File: src/rtl/serial_addsub_if.sv
// Start/done handshake bundle for the serial adder/subtractor.
// The controller drives the operation request and the adder returns status and result.
interface serial_addsub_if #(
   parameter int WIDTH = 8
) ();
   logic             start;
   logic             sub;
   logic [WIDTH-1:0] a;
   logic [WIDTH-1:0] b;
   logic             busy;
   logic             done;
   logic [WIDTH-1:0] sum;
   logic             cout;
   logic             ovf;

   modport master (
      output start, sub, a, b,
      input  busy, done, sum, cout, ovf
   );

   modport slave (
      input  start, sub, a, b,
      output busy, done, sum, cout, ovf
   );
endinterface

File: src/rtl/serial_addsub.sv
// Multi-cycle adder/subtractor: a STEP-bit ripple slice per clock, carry held between cycles.
// Result, carry-out and overflow stay held until the next operation completes.
module serial_addsub #(
   parameter int WIDTH = 8,
   parameter int STEP  = 1
) (
   input  logic           clk,
   input  logic           rst_n,
   serial_addsub_if.slave io
);
   localparam int N  = WIDTH / STEP;
   localparam int CW = (N > 1) ? $clog2(N) : 1;

   typedef enum logic {IDLE, RUN} state_t;

   state_t           state;
   state_t           nxt;
   logic [WIDTH-1:0] opa;
   logic [WIDTH-1:0] opb;
   logic [WIDTH-1:0] res;
   logic [WIDTH-1:0] res_nxt;
   logic [CW-1:0]    cnt;
   logic             carry;
   logic             c_out;
   logic             c_msb;
   logic             last;
   logic [STEP-1:0]  s;
   logic [WIDTH-1:0] sum_q;
   logic             cout_q;
   logic             ovf_q;
   logic             done_q;

   // operands shift right each cycle so the active slice is always the low STEP bits
   always_comb begin
      logic c;
      c     = carry;
      c_msb = 1'b0;
      s     = '0;
      for (int j = 0; j < STEP; j++) begin
         if (j == STEP - 1) c_msb = c;
         s[j] = opa[j] ^ opb[j] ^ c;
         c    = (opa[j] & opb[j]) | (c & (opa[j] ^ opb[j]));
      end
      c_out = c;
   end

   assign res_nxt = (res >> STEP) | (WIDTH'(s) << (WIDTH - STEP));
   assign last    = (cnt == CW'(N - 1));

   always_ff @(posedge clk or negedge rst_n) begin
      if (!rst_n) state <= IDLE;
      else        state <= nxt;
   end

   always_comb begin
      nxt = state;
      unique case (state)
         IDLE: if (io.start) nxt = RUN;
         RUN:  if (last)     nxt = IDLE;
         default:            nxt = IDLE;
      endcase
   end

   always_ff @(posedge clk or negedge rst_n) begin
      if (!rst_n) begin
         opa    <= '0;
         opb    <= '0;
         res    <= '0;
         cnt    <= '0;
         carry  <= 1'b0;
         sum_q  <= '0;
         cout_q <= 1'b0;
         ovf_q  <= 1'b0;
         done_q <= 1'b0;
      end else begin
         done_q <= 1'b0;
         unique case (state)
            IDLE: begin
               if (io.start) begin
                  opa   <= io.a;
                  opb   <= io.b ^ {WIDTH{io.sub}};
                  carry <= io.sub;
                  cnt   <= '0;
                  res   <= '0;
               end
            end
            RUN: begin
               opa   <= opa >> STEP;
               opb   <= opb >> STEP;
               res   <= res_nxt;
               carry <= c_out;
               cnt   <= cnt + CW'(1);
               if (last) begin
                  sum_q  <= res_nxt;
                  cout_q <= c_out;
                  ovf_q  <= c_msb ^ c_out;
                  done_q <= 1'b1;
               end
            end
            default: ;
         endcase
      end
   end

   assign io.busy = (state == RUN);
   assign io.done = done_q;
   assign io.sum  = sum_q;
   assign io.cout = cout_q;
   assign io.ovf  = ovf_q;
endmodule

File: src/flat_wrapper.sv
// flat-port wrapper written by rule: the top's interface ports become plain ports
module serial_addsub_flat 
#(
   parameter int WIDTH = 8,
   parameter int STEP  = 1
)
  (clk, rst_n, io_start, io_sub, io_a, io_b, io_busy, io_done, io_sum, io_cout, io_ovf);
  serial_addsub_if #(.WIDTH(WIDTH)) io_i ();
  input  logic clk;
  input  logic rst_n;
  input wire logic [$bits(io_i.start)-1:0] io_start;
  input wire logic [$bits(io_i.sub)-1:0] io_sub;
  input wire logic [$bits(io_i.a)-1:0] io_a;
  input wire logic [$bits(io_i.b)-1:0] io_b;
  output wire logic [$bits(io_i.busy)-1:0] io_busy;
  output wire logic [$bits(io_i.done)-1:0] io_done;
  output wire logic [$bits(io_i.sum)-1:0] io_sum;
  output wire logic [$bits(io_i.cout)-1:0] io_cout;
  output wire logic [$bits(io_i.ovf)-1:0] io_ovf;
  assign io_i.start = io_start;
  assign io_i.sub = io_sub;
  assign io_i.a = io_a;
  assign io_i.b = io_b;
  assign io_busy = io_i.busy;
  assign io_done = io_i.done;
  assign io_sum = io_i.sum;
  assign io_cout = io_i.cout;
  assign io_ovf = io_i.ovf;
  serial_addsub #(.WIDTH(WIDTH), .STEP(STEP)) u_core (.clk(clk), .rst_n(rst_n), .io(io_i));
endmodule
File: config.mk
export PLATFORM = sky130hd
export DESIGN_NAME = serial_addsub_flat
export DESIGN_NICKNAME = d
export VERILOG_FILES = /design/src/rtl/serial_addsub_if.sv /design/src/rtl/serial_addsub.sv /design/src/flat_wrapper.sv
export SDC_FILE = /design/constraint.sdc
export NUM_CORES = 1
export LEC_CHECK = 0
export CAP_MARGIN = 0
export CORE_MARGIN = 3
export CORE_UTILIZATION = 40
export DETAILED_ROUTE_END_ITERATION = 8
export GPL_TIMING_DRIVEN = 1
export PLACE_DENSITY = 0.61
export RECOVER_POWER = 100
export SLEW_MARGIN = 20
export SYNTH_ARGS = -nofsm -noshare
export SYNTH_HDL_FRONTEND = slang
export SYNTH_SLANG_ARGS = --single-unit
File: constraint.sdc
create_clock -name clk -period 1.58 [get_ports clk]
set_input_delay 0.395 -clock clk [delete_from_list [all_inputs] [get_ports clk]]
set_output_delay 0.395 -clock clk [all_outputs]
set_load 0.02 [all_outputs]
[After elaboration in Yosys (flattened, before gate mapping)]
Index checks and enable logic that the tools add are counted.
W data, S select, Z words.
Word-level totals
  flip-flop bits (word level): 40
  bits of input ports: 20
Operators by class
  add/subtract/negate cells: 1
  equal/unequal tests: 2
  muxes and demuxes: 15
  bitwise logic cells: 9
  reduce and logical (&&, ||, !) cells: 1
Operators with widths (number)
  $pmux W8 S2: 3
  $mux W8: 3
  $or A7 B8 Y8: 1
  $xor A8 B8 Y8: 1
  $pmux W3 S2: 1
  $mux W1: 5
  $pmux W1 S2: 2
  $add A3 B1 Y3 const B: 1
  $eq A3 B3 Y1 const B: 1
  $mux W3: 1
  $xor A1 B1 Y1: 3
  $and A1 B1 Y1: 2
  $ne A2 B2 Y1 const B: 1
  $reduce_and A2 Y1: 1
  $not A1 Y1: 1
  $or A1 B1 Y1: 1

[Logic depth before layout (Yosys ltp)]
Gate-level depths: netlist (run 1).
  depth in word-level cells: 4
  gate-level depth with buffers: 5

[Worst setup path after synthesis (run 1)]
No wires, ideal clock.
  kind: flip-flop to flip-flop
  from: reg u_core.carry (netlist: u_core.c_msb)
  to: reg u_core.ovf_q (netlist: u_core.io.ovf)
  library setup time: 0.125 ns
  arrival time: 1.283 ns
  required time: 1.455 ns
  setup slack: 0.172 ns
  cell stages (with the launch flop): 4
  clock period less this slack: 1.408 ns
  path through: dfrtp_1 > fa_1 > xor2_1 > mux2_4
Between the ends
  word-level cells in the longest chain between the ends: 3
Ends and longest elaborated chain
  start, declared: RTL line serial_addsub.sv:23  | logic carry;
  start signal, assigned: RTL line serial_addsub.sv:82  | carry <= io.sub;
  start signal, assigned: RTL line serial_addsub.sv:91  | carry <= c_out;
  $and A1 B1 Y1: RTL line serial_addsub.sv:42  | c = (opa[j] & opb[j]) | (c & (opa[j] ^ opb[j]));
  $or A1 B1 Y1: RTL line serial_addsub.sv:42
  via u_core.c_out: RTL line serial_addsub.sv:24  | logic c_out;
  $xor A1 B1 Y1: RTL line serial_addsub.sv:96  | ovf_q <= c_msb ^ c_out;
  end signal, assigned: RTL line serial_addsub.sv:96
  end, declared: RTL line serial_addsub.sv:30  | logic ovf_q;
The timed path passes the listed nets, and every way through them passes these cells.
A chain may end at the register's enable or synchronous reset.

[Worst setup path in the final report (run 1)]
  from: reg u_core.cnt[0]
  to: reg u_core.sum_q[2] (netlist: u_core.io.sum[2])
Between the ends
  word-level cells in the longest chain between the ends: 2
Ends and longest elaborated chain
  start, declared: RTL line serial_addsub.sv:22  | logic [CW-1:0] cnt;
  start signal, assigned: RTL line serial_addsub.sv:92  | cnt <= cnt + CW'(1);
  $eq A3 B3 Y1: RTL line serial_addsub.sv:48  | assign last = (cnt == CW'(N - 1));
  $reduce_and A2 Y1 (no source line)
  end signal, assigned: RTL line serial_addsub.sv:94  | sum_q <= res_nxt;
  end, declared: RTL line serial_addsub.sv:28  | logic [WIDTH-1:0] sum_q;
Every way passes these cells.

==> impl_metrics.json, run 1 <==
{
  "multiInputGateArea_um2": 718,
  "synth_edf_count": 0,
  "cts_buffers": 5,
  "highest_layer": "met4",
  "p_per_area_nw_per_um2": 1670,
  "grt_pass1_vias": 1238,
  "cts_htree_levels": 2,
  "fp.dieW_um": 73.3,
  "die_height_um": 73.3,
  "yosys_warnings": 0,
  "ys_ff_latch": 39,
  "grt_max_degree": 51,
  "antenna_found_initial": 0,
  "first_pass_iters": 4,
  "clockBufferDepth": 2,
  "max_stage_delay_ns": 0.39,
  "syn_inst": 142,
  "area_delta_synth_final_pct": 23.6,
  "ff_latch_area_um2": 976,
  "avgSynthCellArea_um2": 12.7,
  "grt_pass1_wl_mm": 5.47,
  "placed_cell_area_um2": 2230,
  "rrSetupSlack_ns": 0.1,
  "vias": 1175,
  "diodes": 0,
  "wl_per_cell_um": 14.0,
  "switching_share_pct": 33.6,
  "rr_startpoint": "u_core.cnt[0]",
  "hold_buffers": 0,
  "rsz0062_at_grt": "false",
  "routabilityCongestion": 0.705,
  "timing.final.ws_setup_ns": 0.0956,
  "clock_sinks": 39,
  "tightest_slew_ns": 0.940,
  "core-area_um2": 4170,
  "worstRegToRegCells": 5,
  "pwr-share-comb_pct": 38.5,
  "track_usage_pct": 13.4,
  "ys_dominant_reg_cell": "dfrtp_1",
  "path_class": "register to register",
  "status": "complete, no violations",
  "syn-cell-area_um2": 1810,
  "dp_hpwl_mm": 2.26,
  "vdd_drop_max_uv": 782,
  "row_count": 23,
  "vias_per_cell": 5.11,
  "syn-num-nets": 165,
  "ys_seq_area_share_pct": 53.9,
  "total_power_mw": 3.73,
  "critical_path_arrival_ns": 1.65,
  "min_path_type": "input port to async pin",
  "skew_ns": 0.00679,
  "final_nets": 203,
  "cellLeakagePower_nw": 1.06,
  "routed_wl_mm": 3.22,
  "dp.cells": 223,
  "met1Wirelength_mm": 1.47,
  "hold_violations": 0,
  "fmax_ghz": 0.674,
  "max_slew_margin_pct": 37.3,
  "io_buffers": 31,
  "cts.clk_slew.worst_paths_ns": 0.07,
  "worstPathMaxFanout": 7,
  "pwr-share-seq_pct": 43.8,
  "worstSkewPairLatency_ns": 0.29,
  "crit_top_cell": "ha_1",
  "crit_path_end_kind": "register",
  "switchingPower_mw": 1.25,
  "ys_types": 25,
  "finish.instance_area_um2": 2240,
  "start_util_pct": 43.4,
  "synthArstFlopShare_pct": 100,
  "drtAntennaViolNets": 0,
  "setup-violations-final": 0,
  "crit_required_ns": 1.75,
  "overflow": 0,
  "dpl_worst_slack_ns": -0.104,
  "drv_cap": 0,
  "root_buffer": "clkbuf_8",
  "worstPathCellList": "ha_1 -> ha_1 -> nand2_2 -> buf_12 -> mux2_1",
  "rr_endpoint": "u_core.io.sum[2]",
  "final_layout_size_suffix_gt1_share_pct": 14.4,
  "setup.worst_path.start_class": "register",
  "post-route-period-util_pct": 94.0,
  "route.detailed.drc": 0,
  "clkPwrFrac_pct": 17.8,
  "crit_buf_inv": 1,
  "boundaryPins": 32,
  "slew_viol_final": 0,
  "cp_top_family": "adder cells",
  "drtIter0Drc": 54,
  "nFillCells": 365,
  "p_int_mw": 2.47,
  "cts_tree": "built",
  "wl_met2_mm": 1.49,
  "die-area_um2": 5370,
  "dr_wl_met3_um": 170,
  "stdcell_count": 230,
  "critPathSlowestCell": "dfrtp_1",
  "period_minus_slack_ns": 1.48
}
[worst register-to-register path, cell delays in order, from the launching register on]
cell	delay [ns]
dfrtp_1	0.39
ha_1	0.20
ha_1	0.20
nand2_2	0.13
buf_12	0.13
mux2_1	0.32
[Yosys cell counts, drive strengths merged, types with 2 or more instances]
master / instances / area (um^2)
a22o: 5 / 43.8
buf: 8 / 65.1
dfrtp: 39 / 976
ha: 2 / 25.0
mux2: 11 / 158
mux2i: 9 / 90.1
nand2: 20 / 77.6
nand2b: 4 / 25.0
nor2: 3 / 11.3
o211ai: 7 / 87.6
o21ai: 12 / 60.1
or3b: 7 / 61.3
xnor2: 8 / 70.1
[per-layer routing]
metal / vias to the layer above / GRT usage (%)
met1: 564 / 16.8
met3: 12 / 4.24
met4: 0 / 7.58
li1: 563 / -
met5: - / 0
met2: 36 / 20.5
[registers in the layout, summed over array words and instances (netlist names)]
register,count
u_core.io.sum,8
u_core.opa,8
u_core.opb,8
u_core.res,7
u_core.cnt,3
u_core.c_msb,1
u_core.io.busy,1
u_core.io.cout,1
u_core.io.done,1
u_core.io.ovf,1
[power groups by stage]
stage	Clock, mW	Combinational, mW	Sequential, mW
6_report	0.663	1.43	1.63
5_1_grt	0.722	1.58	1.69
4_1_cts	0.679	1.57	1.65
3_5_place_dp	0	1.65	1.67
3_3_place_gp	0	1.60	1.65
2_1_floorplan	0	0.974	1.76
[worst max-delay path by stage]
| stage | from | slack, ns | end | cells after the start |
|---|---|---|---|---|
| global route | u_core.cnt[0] | 0.04 | u_core.io.sum[1] | 5 |
| CTS | u_core.cnt[0] | 0.09 | u_core.io.sum[6] | 5 |
| global placement | io_start | -0.08 | u_core.opb[1] | 4 |
| floorplan | u_core.c_msb | 0.17 | u_core.io.ovf | 3 |
| detailed placement | io_start | -0.10 | u_core.opb[1] | 4 |
| finish | u_core.cnt[0] | 0.1 | u_core.io.sum[2] | 5 |
[area by class of cell]
type	instances	area share (%)
sequential	39	43.6
multi-input combinational	93	32.1
timing repair buffer	40	17.4
clock buffer	6	3.69
tap	50	2.80
clock inverter	1	0.224
inverter	1	0.168
[cell usage in the layout (no fill, tap or decap), types with 5 or more instances in the layout]
cell	Yosys	layout
dfrtp_1	39	39
nand2_1	19	19
clkdlybuf4s50_1	0	17
dlygate4sd2_1	0	12
o21ai_0	11	11
mux2i_1	9	9
xnor2_1	8	8
or3b_1	7	7
clkbuf_8	0	6
mux2_1	0	5
a22o_1	5	5
o211ai_1	0	5
[cell families (layout without fill, tap and decap cells)]
family / count (synthesis) / after routing / share of synthesized area (%)
compound gates: 26 / 26 / 11.3
xor+xnor: 9 / 9 / 4.35
fa+ha+maj: 3 / 3 / 2.49
flops: 39 / 39 / 53.9
buf+inv: 10 / 48 / 4.01
mux: 20 / 20 / 13.7
simple gates: 35 / 35 / 10.3
[through the flow]
step	hold slack, ns	utilization, %	setup TNS (ns)
3_5_place_dp	0.378	53.4	-0.676
4_1_cts	0.0705	55.1	0
5_1_grt	0.425	53.6	0
2_1_floorplan	0.0994	-	0
3_3_place_gp	0.377	53.4	-0.497
6_report	0.331	53.6	0
[timing repair]
action / CTS / global route
resized for setup: 12 / 0
endpoints found under the setup margin: 12 / 0
buffers inserted: 0 / 0
Power figures use the tool's default switching activity.
==> run 2, diff against run 1 <==
MAX_ROUTING_LAYER = met4   (was not set)
==> run 2 against run 1 <==
Effect of this change:
- final cell count stayed put
- wire length rose by 0.16%
- global-route usage is 0.40 points higher
- final area unchanged
- die area did not move
- worst setup slack is essentially flat
- sequential share of layout area is the same
- clock-buffer cell count is the same
- first-iteration DRC count shrank 5.6%
==> impl_metrics.json, run 2 (synthesis results as in run 1) <==
{
  "status": "complete, no violations",
  "overflow": 0,
  "cts_buffers": 5,
  "hold_ws_ns": 0.331,
  "crit_path_end_kind": "register",
  "final_nets": 203,
  "cts_htree_levels": 2,
  "io_buffers": 31,
  "min_path_type": "input port to async pin",
  "setup.worst_path.start_class": "register",
  "vias": 1183,
  "crit_required_ns": 1.75,
  "crit_buf_inv": 1,
  "drtAntennaViolNets": 0,
  "die_height_um": 73.3,
  "drtIter0Drc": 51,
  "mostFrequentLayoutCells": "39 x dfrtp_1, 19 x nand2_1, 17 x clkdlybuf4s50_1",
  "rsz0062_at_grt": "false",
  "p_per_area_nw_per_um2": 1670,
  "boundaryPins": 32,
  "cp_top_family": "adder cells",
  "wl_per_cell_um": 14.0,
  "path_class": "register to register",
  "setup-violations-final": 0,
  "max_slew_margin_pct": 37.4,
  "skew_ns": 0.00661,
  "vdd_drop_max_uv": 781,
  "use_met2_pct": 20.5,
  "slew_viol_final": 0,
  "worstSkewPairLatency_ns": 0.28,
  "max_stage_delay_ns": 0.39,
  "utilization_pct": 53.6,
  "route.detailed.drc": 0,
  "final_common_cell": "dfrtp_1",
  "cts.clk_slew.worst_paths_ns": 0.07,
  "period_minus_slack_ns": 1.48,
  "dpl_worst_slack_ns": -0.104,
  "core-area_um2": 4170,
  "timing.final.ws_setup_ns": 0.0953,
  "row_count": 23,
  "hold_violations": 0,
  "grt_pass1_wl_mm": 5.47,
  "routabilityCongestion": 0.713,
  "routed_wl_mm": 3.23,
  "cellLeakagePower_nw": 1.06,
  "final_layout_size_suffix_gt1_share_pct": 14.4,
  "start_util_pct": 43.4,
  "grt_pass1_vias": 1238,
  "dp_hpwl_mm": 2.26,
  "fmax_ghz": 0.674,
  "worstPathMaxFanout": 7,
  "clockBufferDepth": 2,
  "grt_use_met3_pct": 3.83,
  "cts_tree": "built",
  "worstPathCellList": "ha_1 -> ha_1 -> nand2_2 -> buf_12 -> mux2_1",
  "top_usage_layer": "met2",
  "first_pass_iters": 4,
  "crit_top_cell": "ha_1",
  "fp.dieW_um": 73.3,
  "grt_max_degree": 51,
  "area_delta_synth_final_pct": 23.6,
  "clock_sinks": 39,
  "post-cts-setup-buffers": 0,
  "diodes": 0,
  "drv_cap": 0,
  "nFillCells": 365,
  "critical_path_arrival_ns": 1.65,
  "vias_per_cell": 5.14,
  "die-area_um2": 5370,
  "track_usage_pct": 13.8,
  "root_buffer": "clkbuf_8",
  "post-route-period-util_pct": 94.0,
  "antenna_found_initial": 0,
  "total_power_mw": 3.73,
  "fin_tns_setup_ns": 0,
  "tightest_slew_ns": 0.939,
  "critPathSlowestCell": "dfrtp_1",
  "gr-usage-met1_pct": 17.0
}
-- run 2: cell counts in the layout (fill, tap and decap cells not counted) --
Identical to the previous run, type by type.
-- run 2: final cells by class --
class                   count  area, um^2  area share (%)
flip-flops and latches     39         976            43.6
multi-input cells          93         718            32.1
repair buffers             40         389            17.4
clock buffers               6        82.6            3.69
well taps                  50        62.6            2.80
clock inverters             1        5.00           0.224
inverters                   1        3.75           0.168
-- run 2: per-layer routing --
metal | wire length (um) | part of all wire, %
met1 | 1490 | 46
met2 | 1480 | 46
met3 | 159 | 4.9
met4 | 94 | 2.9
met5 | 0 | 0
-- run 2: path summary, 6_finish.rpt --
check	slack, ns	startpoint	to	depth (start not counted)
worst min-delay path	0.33	rst_n	u_core.opb[2]	2
min in group clk	0.49	u_core.io.sum[4]	u_core.io.sum[4]	1
worst min register to register	0.49	u_core.io.sum[4]	u_core.io.sum[4]	1
worst max-delay path	0.1	u_core.cnt[0]	u_core.io.sum[2]	5
max in group asynchronous	0.67	rst_n	u_core.cnt[0]	2
worst max register to register	0.1	u_core.cnt[0]	u_core.io.sum[2]	5
-- run 2: repair_timing --
action	CTS	global route
hold buffers	0	0
hold endpoints to repair	0	0
endpoints found under the setup margin	12	0
gates resized for setup	12	0
-- run 2: where the power goes --
group | switching (mW) | total (mW) | leakage [nW] | internal (mW)
Sequential | 0.236 | 1.63 | 0.508 | 1.40
Combinational | 0.697 | 1.43 | 0.505 | 0.737
Clock | 0.321 | 0.663 | 0.0470 | 0.342
-- run 2: through the flow --
stage          instances  area [um^2]
3_5_place_dp         223         2230
4_1_cts              230         2300
5_1_grt              230         2240
2_1_floorplan        142         1810
3_3_place_gp         223         2230
6_report             230         2240
-- run 2: worst register-to-register path, cell delays in order, from the launching register on --
cell	delay, ns
dfrtp_1	0.39
ha_1	0.20
ha_1	0.20
nand2_2	0.13
buf_12	0.13
mux2_1	0.32
==> run 3, diff against run 2 <==
GPL_TIMING_DRIVEN = 0   (was 1)
==> run 3 against run 2 <==
Effect of this change:
- final area increased by 0.89%
- clock power increased by 25%
- non-clock buffer count unchanged
- sequential cell count unchanged
- critical endpoint is now u_core.io.sum[7]
==> impl_metrics.json, run 3 (synthesis results as in run 1) <==
{
  "worstRegToRegCells": 5,
  "fmax_ghz": 0.660,
  "clockBufferDepth": 2,
  "routed_wl_mm": 3.48,
  "dpl_worst_slack_ns": -0.109,
  "p_int_mw": 2.62,
  "cts_tree": "built",
  "final_layout_size_suffix_gt1_share_pct": 16.0,
  "min_path_type": "input port to async pin",
  "cellLeakagePower_nw": 1.07,
  "crit_path_end": "u_core.io.sum[7]",
  "final_nets": 203,
  "switching_share_pct": 33.4,
  "die-area_um2": 5370,
  "boundaryPins": 32,
  "drv_cap": 0,
  "clkPwrFrac_pct": 21.0,
  "crit_path_end_kind": "register",
  "gr-usage-met1_pct": 19.2,
  "root_buffer": "clkbuf_8",
  "hold_ws_ns": 0.295,
  "io_buffers": 30,
  "worstSetupStartpoint": "u_core.cnt[0]",
  "top_usage_layer": "met2",
  "timing.final.ws_setup_ns": 0.0651,
  "worstSkewPairLatency_ns": 0.30,
  "area_delta_synth_final_pct": 24.7,
  "cp_top_family": "flip-flops",
  "cts_buffers": 5,
  "post-route-period-util_pct": 95.9,
  "vias_per_cell": 5.14,
  "route.detailed.drc": 0,
  "antenna_found_initial": 0,
  "status": "complete, no violations",
  "grt_max_degree": 22,
  "total_power_mw": 3.94,
  "fin_tns_setup_ns": 0,
  "worstPathMaxFanout": 10,
  "die_height_um": 73.3,
  "placed_cell_area_um2": 2200,
  "max_stage_delay_ns": 0.40,
  "crit_top_cell": "ha_1",
  "tightest_slew_ns": 1.12,
  "finish.instance_area_um2": 2260,
  "overflow": 0,
  "hold_violations": 0,
  "path_class": "register to register",
  "vias": 1188,
  "clock_sinks": 39,
  "rsz0062_at_grt": "false",
  "p_per_area_nw_per_um2": 1750,
  "worstSetupPathDepth": 5,
  "track_usage_pct": 15.3,
  "setup.worst_path.start_class": "register",
  "critical_path_arrival_ns": 1.70,
  "final_common_cell": "dfrtp_1",
  "rr_endpoint": "u_core.io.sum[7]",
  "crit_required_ns": 1.77,
  "start_util_pct": 43.4,
  "mostFrequentLayoutCells": "39 x dfrtp_1, 20 x nand2_1, 17 x clkdlybuf4s50_1",
  "switchingPower_mw": 1.32,
  "wl_per_cell_um": 15.1,
  "post-cts-setup-buffers": 0,
  "grt_pass1_wl_mm": 6.06,
  "grt_use_met3_pct": 5.75,
  "slew_viol_final": 0,
  "row_count": 23,
  "rrSetupSlack_ns": 0.07,
  "vdd_drop_max_uv": 954,
  "crit_buf_inv": 1,
  "fp.dieW_um": 73.3,
  "cts.clk_slew.worst_paths_ns": 0.08,
  "cts_htree_levels": 2,
  "skew_ns": 0.0116,
  "diodes": 0,
  "routabilityCongestion": 0.710,
  "period_minus_slack_ns": 1.51,
  "dp_hpwl_mm": 2.54,
  "max_slew_margin_pct": 25.3,
  "pwr-share-seq_pct": 41.5,
  "drtIter0Drc": 75,
  "drtAntennaViolNets": 0,
  "use_met2_pct": 23.5,
  "pwr-share-comb_pct": 37.4,
  "first_pass_iters": 4,
  "critPathSlowestCell": "dfrtp_1",
  "setup-violations-final": 0,
  "grt_pass1_vias": 1288,
  "rr_startpoint": "u_core.cnt[0]",
  "worstPathCellList": "ha_1 -> ha_1 -> nand2_1 -> buf_6 -> mux2_1",
  "core-area_um2": 4170
}
## run 3: worst min path at each step
stage	to	slack (ns)	start
floorplan	u_core.c_msb	0.1	rst_n
global placement	u_core.opb[3]	0.46	u_core.opb[4]
detailed placement	u_core.res[3]	0.38	rst_n
CTS	u_core.opb[1]	0.06	rst_n
global route	u_core.opb[3]	0.39	rst_n
finish	u_core.opb[1]	0.29	rst_n
## run 3: repair_timing
action | CTS | global route
hold buffers | 0 | 0
endpoints found under the setup margin | 12 | 0
resized for setup | 12 | 0
## run 3: area by class of cell
cell class	count	area [um^2]
fillers	355	1920
flip-flops and latches	39	976
multi-input cells	93	731
repair buffers	31	307
clock buffers	5	68.8
plain buffers	9	65.1
well taps	50	62.6
clock inverters	3	43.8
inverters	1	3.75
## run 3: per-layer routing
layer | vias to the layer above | routed length, um
met4 | 0 | 32
met1 | 582 | 1570
met2 | 30 | 1700
li1 | 570 | -
met3 | 6 | 181
met5 | - | 0
## run 3: power by group through the flow
stage	clock (mW)	sequential [mW]	combinational (mW)
2_1_floorplan	0	1.76	0.974
3_3_place_gp	0	1.65	1.59
3_5_place_dp	0	1.67	1.65
4_1_cts	0.846	1.65	1.56
5_1_grt	0.903	1.69	1.63
6_report	0.829	1.64	1.48
## run 3: stage by stage
step           std cells  util [%]
2_1_floorplan        142         -
4_1_cts              231      55.0
6_report             231      54.1
3_5_place_dp         223      52.6
5_1_grt              231      54.1
3_3_place_gp         222      52.1
